**src/rtl/demux_stream_1to4.sv**
```systemverilog
// Registered valid/ready 1-to-4 distributor: one-clock latency, one-entry holding register per channel.
// Backpressure: in_ready drops only when the targeted channel is full and its consumer is stalled.
module demux_stream_1to4 #(
  parameter int WIDTH = 8,
  parameter int CNT_W = 8
) (
  input  logic               clk,
  input  logic               rst,
  input  logic               in_valid,
  output logic               in_ready,
  input  logic [WIDTH-1:0]   in_data,
  input  logic [1:0]         in_sel,
  input  logic               rr_mode,
  output logic [3:0]         out_valid,
  input  logic [3:0]         out_ready,
  output logic [WIDTH-1:0]   out_data0,
  output logic [WIDTH-1:0]   out_data1,
  output logic [WIDTH-1:0]   out_data2,
  output logic [WIDTH-1:0]   out_data3,
  output logic [1:0]         rr_ptr,
  output logic [4*CNT_W-1:0] acc_cnt
);

  logic [1:0]       r_ptr;
  logic [3:0]       r_vld;
  logic [WIDTH-1:0] r_dat [4];
  logic [CNT_W-1:0] r_cnt [4];

  logic [1:0] w_tgt;
  logic       w_acc;

  // Round-robin never skips a busy channel, so strict 0,1,2,3 order holds.
  assign w_tgt    = rr_mode ? r_ptr : in_sel;
  assign in_ready = ~r_vld[w_tgt] | out_ready[w_tgt];
  assign w_acc    = in_valid & in_ready;

  always_ff @(posedge clk) begin
    if (rst) begin
      r_ptr <= 2'd0;
      r_vld <= 4'd0;
      for (int i = 0; i < 4; i++) begin
        r_dat[i] <= '0;
        r_cnt[i] <= '0;
      end
    end else begin
      for (int i = 0; i < 4; i++) begin
        // A fill wins over a same-cycle drain so each channel sustains one word per clock.
        if (w_acc && (w_tgt == 2'(i))) begin
          r_dat[i] <= in_data;
          r_vld[i] <= 1'b1;
          r_cnt[i] <= r_cnt[i] + CNT_W'(1);
        end else if (r_vld[i] && out_ready[i]) begin
          r_vld[i] <= 1'b0;
        end
      end
      if (rr_mode && w_acc) begin
        r_ptr <= r_ptr + 2'd1;
      end
    end
  end

  assign out_valid = r_vld;
  assign out_data0 = r_dat[0];
  assign out_data1 = r_dat[1];
  assign out_data2 = r_dat[2];
  assign out_data3 = r_dat[3];
  assign rr_ptr    = r_ptr;

  for (genvar g = 0; g < 4; g++) begin : g_cnt
    assign acc_cnt[g*CNT_W +: CNT_W] = r_cnt[g];
  end

endmodule

```
**config.mk**
```make
export PLATFORM = sky130hd
export DESIGN_NAME = demux_stream_1to4
export DESIGN_NICKNAME = d
export VERILOG_FILES = /design/src/rtl/demux_stream_1to4.sv
export SDC_FILE = /design/constraint.sdc
export NUM_CORES = 1
export LEC_CHECK = 0
export ABC_AREA = 1
export BUFFER_PORTS_ARGS = -buffer_cell sky130_fd_sc_hd__buf_2
export CORE_ASPECT_RATIO = 0.5
export CORE_MARGIN = 2
export CORE_UTILIZATION = 38
export DETAILED_ROUTE_END_ITERATION = 6
export PLACE_DENSITY = 0.59
export SYNTH_ARGS = -nofsm -noshare
export SYNTH_HDL_FRONTEND = slang
export SYNTH_SLANG_ARGS = --single-unit
```
**constraint.sdc**
```tcl
create_clock -name clk -period 3.1 [get_ports clk]
set_clock_uncertainty 0.1 [all_clocks]
set_input_delay 0.31 -clock clk [delete_from_list [all_inputs] [get_ports clk]]
set_output_delay 0.31 -clock clk [all_outputs]
set_load 0.01 [all_outputs]
```
Word-level counts from Yosys, hierarchy flattened:

Memories as Yosys holds them, arrays and structs flattened.
Index checks and enable logic that the tools add are counted.

* bitwise logic cells: 11
* equal/unequal tests: 3
* add/subtract/negate cells: 5
* mux-type cells: 35
* reductions and logical operators: 14
* $lt $le $gt $ge: 1

Operators with widths (number)
* $mux W8: 8
* $add A8 B1 Y8 const B: 4
* $mux W1: 24
* $logic_and A1 B1 Y1: 9
* $or A1 B1 Y1: 9
* $reduce_bool A2 Y1: 4
* $bmux W1 S2: 2
* $eq A2 B2 Y1 const B: 2
* $lt A2 B3 Y1 const B: 1
* $add A2 B1 Y2 const B: 1
* $eq A2 B1 Y1 const B: 1
* $logic_not A2 Y1: 1
* $mux W2: 1
* $and A1 B1 Y1: 1
* $not A1 Y1: 1

* word-level logic and storage cells: 76
* register bits: 6
* memories: 2
* memory bits (writable): 64
* input port bits: 18

Memory list
* r_cnt: depth 4, bits a word 8, rd ports 4, clocked after Yosys merged registers in 0, wr ports 4, RTL line 27 `logic [CNT_W-1:0] r_cnt [4];`
* r_dat: depth 4, bits a word 8, rd ports 4, clocked after Yosys merged registers in 0, wr ports 4, RTL line 26 `logic [WIDTH-1:0] r_dat [4];`

Depth between registers and ports, before layout:

Gate-level depths: netlist (run 1).

* depth after elaboration: 11
* mapped depth: 12
* gate-level depth less buffers: 12

Worst setup path after synthesis (run 1):

Ideal clock, no wire load.

* path kind: flip-flop to flip-flop
* start: register r_ptr[0], in the netlist rr_ptr[0]
* end: memory r_cnt[0][0], enable pin
* data arrival time: 2.221 ns
* path slack: 0.368 ns
* buffers on the path: 0
* stages on the path, launching flop included: 11
* required time: 2.589 ns
* setup time: 0.411 ns
* cell sequence: dfxtp_1 -> inv_1 -> nand2_1 -> nand2_2 -> nand2_1 -> nand2_1 -> nand2_2 -> nand2_4 -> nand2_8 -> nand2_1 -> o21ai_0

RTL lines
* from (decl): RTL line 24 `logic [1:0] r_ptr;`
* from (signal assigned): RTL line 57 `r_ptr <= r_ptr + 2'd1;`
* to (decl): RTL line 27

Final worst setup path (run 1):

* start: register r_ptr[1], in the netlist rr_ptr[1]
* end: output in_ready

* word-level cells in the longest chain between the ends: 5
* elaborated cells on any way between the ends: 7
* those cells by class: mux: 5; bitwise: 2

RTL lines
* $mux W2 (*): RTL line 33 `assign w_tgt = rr_mode ? r_ptr : in_sel;`
* $bmux W1 S2: RTL line 34 `assign in_ready = ~r_vld[w_tgt] | out_ready[w_tgt];`
* $mux W1 (not written as such): RTL line 34
* $not A1 Y1: RTL line 34
* $or A1 B1 Y1 (*): RTL line 34
* to (decl): RTL line 10 `output logic in_ready,`

Every way passes the cells marked *; elsewhere a longest branch is shown, timed or not. The select of a mux whose other input is x is not followed.

==> run_results.csv, run 1 <==
group,metric,value,unit
power,finalPower,2316,uW
yosys,seq_area_frac_synth,61.65,%
yosys,yosys.area.top_type,"edfxtp_1",
timing,finalCriticalPeriod,1.947,ns
yosys,synth.top_cell.area_share,58.03,%
cts,postCtsSetupBuffers,0,
global_route,busiest_layer,"met2",
cts,clock_latency,0.32,ns
yosys,synthFlopType,"edfxtp_1",
timing,setup_viol,0,
timing,setup_tns,0,ns
yosys,synth_cell_types,28,
drt,drtPass1Iterations,4,
yosys,ys_ff_latch,70,
power,ir_drop,0.2558,mV
timing,timing.hold.ws,0.1721,ns
setup_path,critPathKind,"flop to output pin",
yosys,syn_nets,312,
global_route,grt_pass1_vias,2239,
cells_and_area,final_area,4126,sq um
drt,wl_per_cell,13.22,microns
yosys,synth.cell_area,3312,sq um
cts,clock_path_buffers,2,
global_route,grt_overflow_total,0,
cts,post_cts_resized,0,
global_route,grtUsageMet2,24.62,%
floorplanning,start_util,38.56,%
global_route,met3_usage,4.938,%
power,leakagePower,0.001816,uW
cts,cts_root_buffer,"clkbuf_16",
timing,hold_viol,0,
timing,maxSlewHeadroom,61.40,%
drt,drc,0,
yosys,synth_cells,290,
floorplanning,fp.dieH,70.02,microns
timing,max_freq,0.5136,GHz
placement,port_buffers,88,
yosys,synth_edf_count,64,
setup_path,end_kind,"output pin",
timing,rsz0062_at_grt,"no",
floorplanning,fp.dieArea,9524,sq um
drt,totalWireLength,6731,microns
cells_and_area,fill_cells,813,
drt,postRouteAntennaNets,0,
placement,gp_congestion,0.8429,
cts,cts_buffers,9,
timing,min_period_over_period,62.81,%
flow_run,maxCapViolCount,0,
setup_path,worst_ep_required_time,2.69,ns
global_route,antenna_found_initial,0,
drt,vias,2258,
cells_and_area,area_growth_syn_to_layout,24.59,%
setup_path,critPathTopFamily,"simple AND/OR/NAND/NOR gates",
global_route,use_met1,18.14,%
cts,cts_tree,"yes",
drt,viasPerCell,4.436,
floorplanning,io_pins,89,
timing,tightest_slew,0.5755,ns
setup_path,crit_top_cell,"nand2_1",
cts,ctsHtreeMaxLevel,3,
yosys,synth.most_common_cell,"edfxtp_1",
setup_path,path_buf_inv,2,
setup_path,crit_chain,"inv_1, nand2_1, nand2_4, nand3_1, nand2_1, nor2_4, nand2_8, buf_2",
setup_path,cp_slowest_stage_delay,0.38,ns
setup_path,cp_max_fo,9,
cells_and_area,final_net_count,409,
worst_hold_path,hold_class,"input pin to flop",
setup_path,cpMaxStageDelayCell,"dfxtp_1",
yosys,ys_top_cells_by_area,"edfxtp_1 (58%), nor2_1 (7.0%), nand2_1 (3.9%), dfxtp_1 (3.6%), inv_1 (3.5%)",
global_route,grt_first_pass_wirelength,10840,microns
setup_path,cp_data_arrival_time,1.54,ns
run_status,status,"complete, no violations",
global_route,track_usage,14.83,%
setup_path,start_kind,"flop",
cells_and_area,layout-drive-gt1-share,33.67,%
cts,cts.sinks,70,
yosys,syn_area_per_cell,11.42,sq um
power,power-per-cell-area,561.2,nW/um^2
floorplanning,core.rowCount,24,
cts,clk_pin_slew,0.05,ns
cells_and_area,antennaDiodeCount,0,
placement,placed_area,3864,sq um
timing,drv_slew,0,
placement,hpwlAfterDp,4907,microns
drt,drtIter0Drc,86,
yosys,yosys_warnings,0,
yosys,synthArstFlopShare,0,%
yosys,yosys-top-cells-count,"edfxtp_1 (64), nor2_1 (62), nand2_1 (34), inv_1 (31), nand3_1 (14)",
global_route,grt_max_degree,18,
floorplanning,die-width,136.0,microns
floorplanning,coreArea,8588,sq um
cts,holdBufCountCts,0,
==> power breakdown <==
part / total (uW) / internal [uW] / switching, uW
Clock: 906 / 560 / 346
Combinational: 269 / 96.5 / 173
Sequential: 1140 / 1100 / 37.7
Total: 2320 / 1760 / 557
==> state kept, by name, indices dropped and copies added (netlist names) <==
register and count:
out_valid 4, r_dat 32, rr_ptr 2, r_cnt 32
==> layer usage <==
layer	wire, microns	vias to the layer above
li1	-	1147
met2	3210	47
met5	0	-
met1	3044	1053
met3	377	11
met4	98	0
==> path summary, 6_finish.rpt <==
kind	startpoint	to	slack, ns	depth (start not counted)
max	rr_ptr[1]$_SDFFE_PP0P_	in_ready	1.15	8
min	out_ready[2]	out_valid[2]$_SDFFE_PP0P_	0.17	3
min reg2reg	out_valid[2]$_SDFFE_PP0P_	out_valid[2]$_SDFFE_PP0P_	0.38	2
max reg2reg	rr_ptr[0]$_SDFFE_PP0P_	r_cnt[1][4]$_SDFFCE_PN0P_	1.17	11
==> worst min-delay path: cells and delay by family <==
family                 cells  cell delay (ns)
AND/OR/NAND/NOR            2             0.14
buffers and inverters      1             0.10
==> stage by stage <==
stage,std cells,utilization [%],setup WS [ns]
after floorplan,290,-,0.3681
after detailed placement,493,44.99,1.050
after global placement,493,44.99,1.121
after global routing,509,48.05,0.9932
final,509,48.05,1.153
after CTS,509,48.05,1.151
==> final cells by class <==
type	count	area, sq um	share of cell area [%]
clock buffer	14	254.0	6.155
clock inverter	2	8.758	0.2122
inverter	33	123.9	3.002
multi-input combinational	181	1081	26.20
sequential	70	2042	49.48
tap	117	146.4	3.548
timing repair buffer	92	470.5	11.40
==> kinds of logic after synthesis <==
logic type | count (synthesis) | share of synthesized area (%)
and+or+nand+nor | 150 | 24.78
DFF | 70 | 61.65
buffers and inverters | 39 | 5.704
xor gates and xnor gates | 20 | 5.289
AOI/OAI and AO/OA | 7 | 1.058
adders and majority gates | 4 | 1.511
==> cells in the final DEF (no fill, tap or decap) <==
cell,instances
buf_2,88
clkbuf_1,4
clkinv_2,1
dfxtp_1,6
inv_2,1
clkinv_1,2
a21oi_1,3
nand4_1,3
nor2_1,62
xor2_1,9
nand3_1,14
nand2_1,34
and3_1,2
nand2_8,1
edfxtp_1,64
nor3_1,3
clkbuf_8,1
ha_1,4
or2_2,1
nor2_4,10
nand3b_1,4
nand2_4,3
o21ai_1,4
nand2_2,6
buf_4,4
nand4_4,4
xnor2_1,11
inv_1,31
nor2_2,3
clkbuf_16,9
Power figures use the tool's default switching activity.
==> run 2, diff against run 1 <==
==> constraint.sdc (replaced) <==
create_clock -name clk -period 1.9 [get_ports clk]
set_clock_uncertainty 0.1 [all_clocks]
set_input_delay 0.19 -clock clk [delete_from_list [all_inputs] [get_ports clk]]
set_output_delay 0.19 -clock clk [all_outputs]
set_load 0.01 [all_outputs]
==> run_results.csv, run 2 (synthesis results as in run 1) <==
group,metric,value,unit
setup_path,crit_chain,"inv_1, nand2_1, nand2_4, nand3_1, nand2_2, nor2_4, nand2_8, buf_2",
global_route,antenna_found_initial,0,
cells_and_area,area_growth_syn_to_layout,30.79,%
timing,rsz0062_at_grt,"no",
floorplanning,die-width,136.0,microns
timing,drv_slew,0,
setup_path,start_kind,"flop",
placement,placed_area,3981,sq um
flow_run,maxCapViolCount,0,
floorplanning,io_pins,89,
drt,vias,2390,
timing,tightest_slew,0.4989,ns
setup_path,worst_ep_required_time,1.61,ns
global_route,grt_first_pass_wirelength,11470,microns
cts,clock_latency,0.33,ns
setup_path,cpMaxStageDelayCell,"dfxtp_2",
setup_path,cp_slowest_stage_delay,0.34,ns
floorplanning,core.rowCount,24,
timing,maxSlewHeadroom,66.53,%
setup_path,cp_max_fo,5,
cells_and_area,layout_common_cells,"buf_2 (88), edfxtp_1 (64), nor2_1 (62)",
placement,port_buffers,88,
placement,hpwlAfterDp,5111,microns
drt,viasPerCell,4.641,
drt,postRouteAntennaNets,0,
cells_and_area,antennaDiodeCount,0,
cells_and_area,final_area,4332,sq um
timing,finalCriticalPeriod,1.821,ns
cts,ctsHtreeMaxLevel,3,
power,power-per-cell-area,879.5,nW/um^2
cells_and_area,layout_commonest_cell,"buf_2",
power,leakagePower,0.001891,uW
cts,clk_pin_slew,0.05,ns
global_route,grt_max_degree,18,
run_status,status,"complete, no violations",
timing,timing.hold.ws,0.02751,ns
floorplanning,fp.dieH,70.02,microns
global_route,grt_overflow_total,0,
global_route,grt_pass1_vias,2336,
timing,hold_viol,0,
worst_hold_path,hold_class,"input pin to flop",
global_route,track_usage,16.05,%
cts,clock_path_buffers,2,
drt,drc,0,
setup_path,end_kind,"output pin",
cells_and_area,final_net_count,416,
drt,drtPass1Iterations,4,
cts,cts_buffers,9,
power,finalPower,3810,uW
timing,min_period_over_period,95.84,%
placement,dpl_worst_slack,0.03651,ns
cts,holdBufCountCts,0,
floorplanning,fp.dieArea,9524,sq um
floorplanning,coreArea,8588,sq um
power,ir_drop,0.5298,mV
timing,fin_ws,0.07895,ns
drt,drtIter0Drc,159,
floorplanning,start_util,38.56,%
setup_path,critPathKind,"flop to output pin",
cells_and_area,layout-drive-gt1-share,37.94,%
timing,max_freq,0.5491,GHz
placement,gp_congestion,0.8634,
drt,totalWireLength,7212,microns
setup_path,critPathTopFamily,"simple AND/OR/NAND/NOR gates",
cts,cts_tree,"yes",
cts,cts.sinks,70,
timing,setup_viol,0,
drt,wl_per_cell,14.00,microns
setup_path,path_buf_inv,2,
setup_path,cp_data_arrival_time,1.53,ns
cts,cts_root_buffer,"clkbuf_16",
timing,setup_tns,0,ns
## run 2: layout make-up
cell class / instances / area (sq um)
Clock inverter: 4 / 15.01
Inverter: 33 / 123.9
Multi-Input combinational cell: 182 / 1174
Sequential cell: 70 / 2044
Tap cell: 117 / 146.4
Clock buffer: 11 / 232.7
Timing Repair Buffer: 98 / 595.6
Fill cell: 778 / 4257
## run 2: final timing paths
kind                          startpoint                         to  slack, ns  cells past startpoint
hold reg to reg   rr_ptr[0]$_SDFFE_PP0P_     rr_ptr[0]$_SDFFE_PP0P_       0.37                      2
setup reg to reg  rr_ptr[1]$_SDFFE_PP0P_  r_cnt[0][4]$_SDFFCE_PN0P_       0.08                     10
setup / recovery  rr_ptr[1]$_SDFFE_PP0P_                   in_ready       0.08                      8
hold / removal              out_ready[1]  out_valid[1]$_SDFFE_PP0P_       0.03                      3
## run 2: per-layer routing
layer / track usage (%) / vias up / part of all wire (%)
met5: 0 / - / 0
met4: 7.176 / 0 / 1.6
met3: 6.173 / 10 / 5.5
met2: 24.62 / 69 / 48
met1: 20.20 / 1146 / 45
li1: - / 1165 / -
## run 2: where the power goes
| part | switching [uW] | internal, uW | leakage, uW |
|---|---|---|---|
| sequential | 64.5 | 1800 | 0.000723 |
| combinational | 315 | 198 | 0.00105 |
| clock | 575 | 857 | 0.000120 |
| total | 954 | 2860 | 0.00189 |
## run 2: worst reg2reg max path: cells and delay by family (launching register included)
family	cells	cell delay, ns
compound gates	1	0.21
flops	1	0.33
buf+inv	2	0.26
simple gates	7	0.63
## run 2: stage by stage
| stage | cells | utilization, % |
|---|---|---|
| detailed placement | 495 | 46.36 |
| global placement | 495 | 46.36 |
| CTS | 510 | 49.24 |
| finish | 515 | 50.44 |
| global route | 515 | 50.44 |
| floorplan | 290 | - |
## run 2: repair_timing
| item | in CTS | in global routing |
|---|---|---|
| setup buffers | 0 | 3 |
| endpoints found under the hold margin | 0 | 0 |
| resized for setup | 0 | 10 |
| setup endpoints to repair | 0 | 81 |
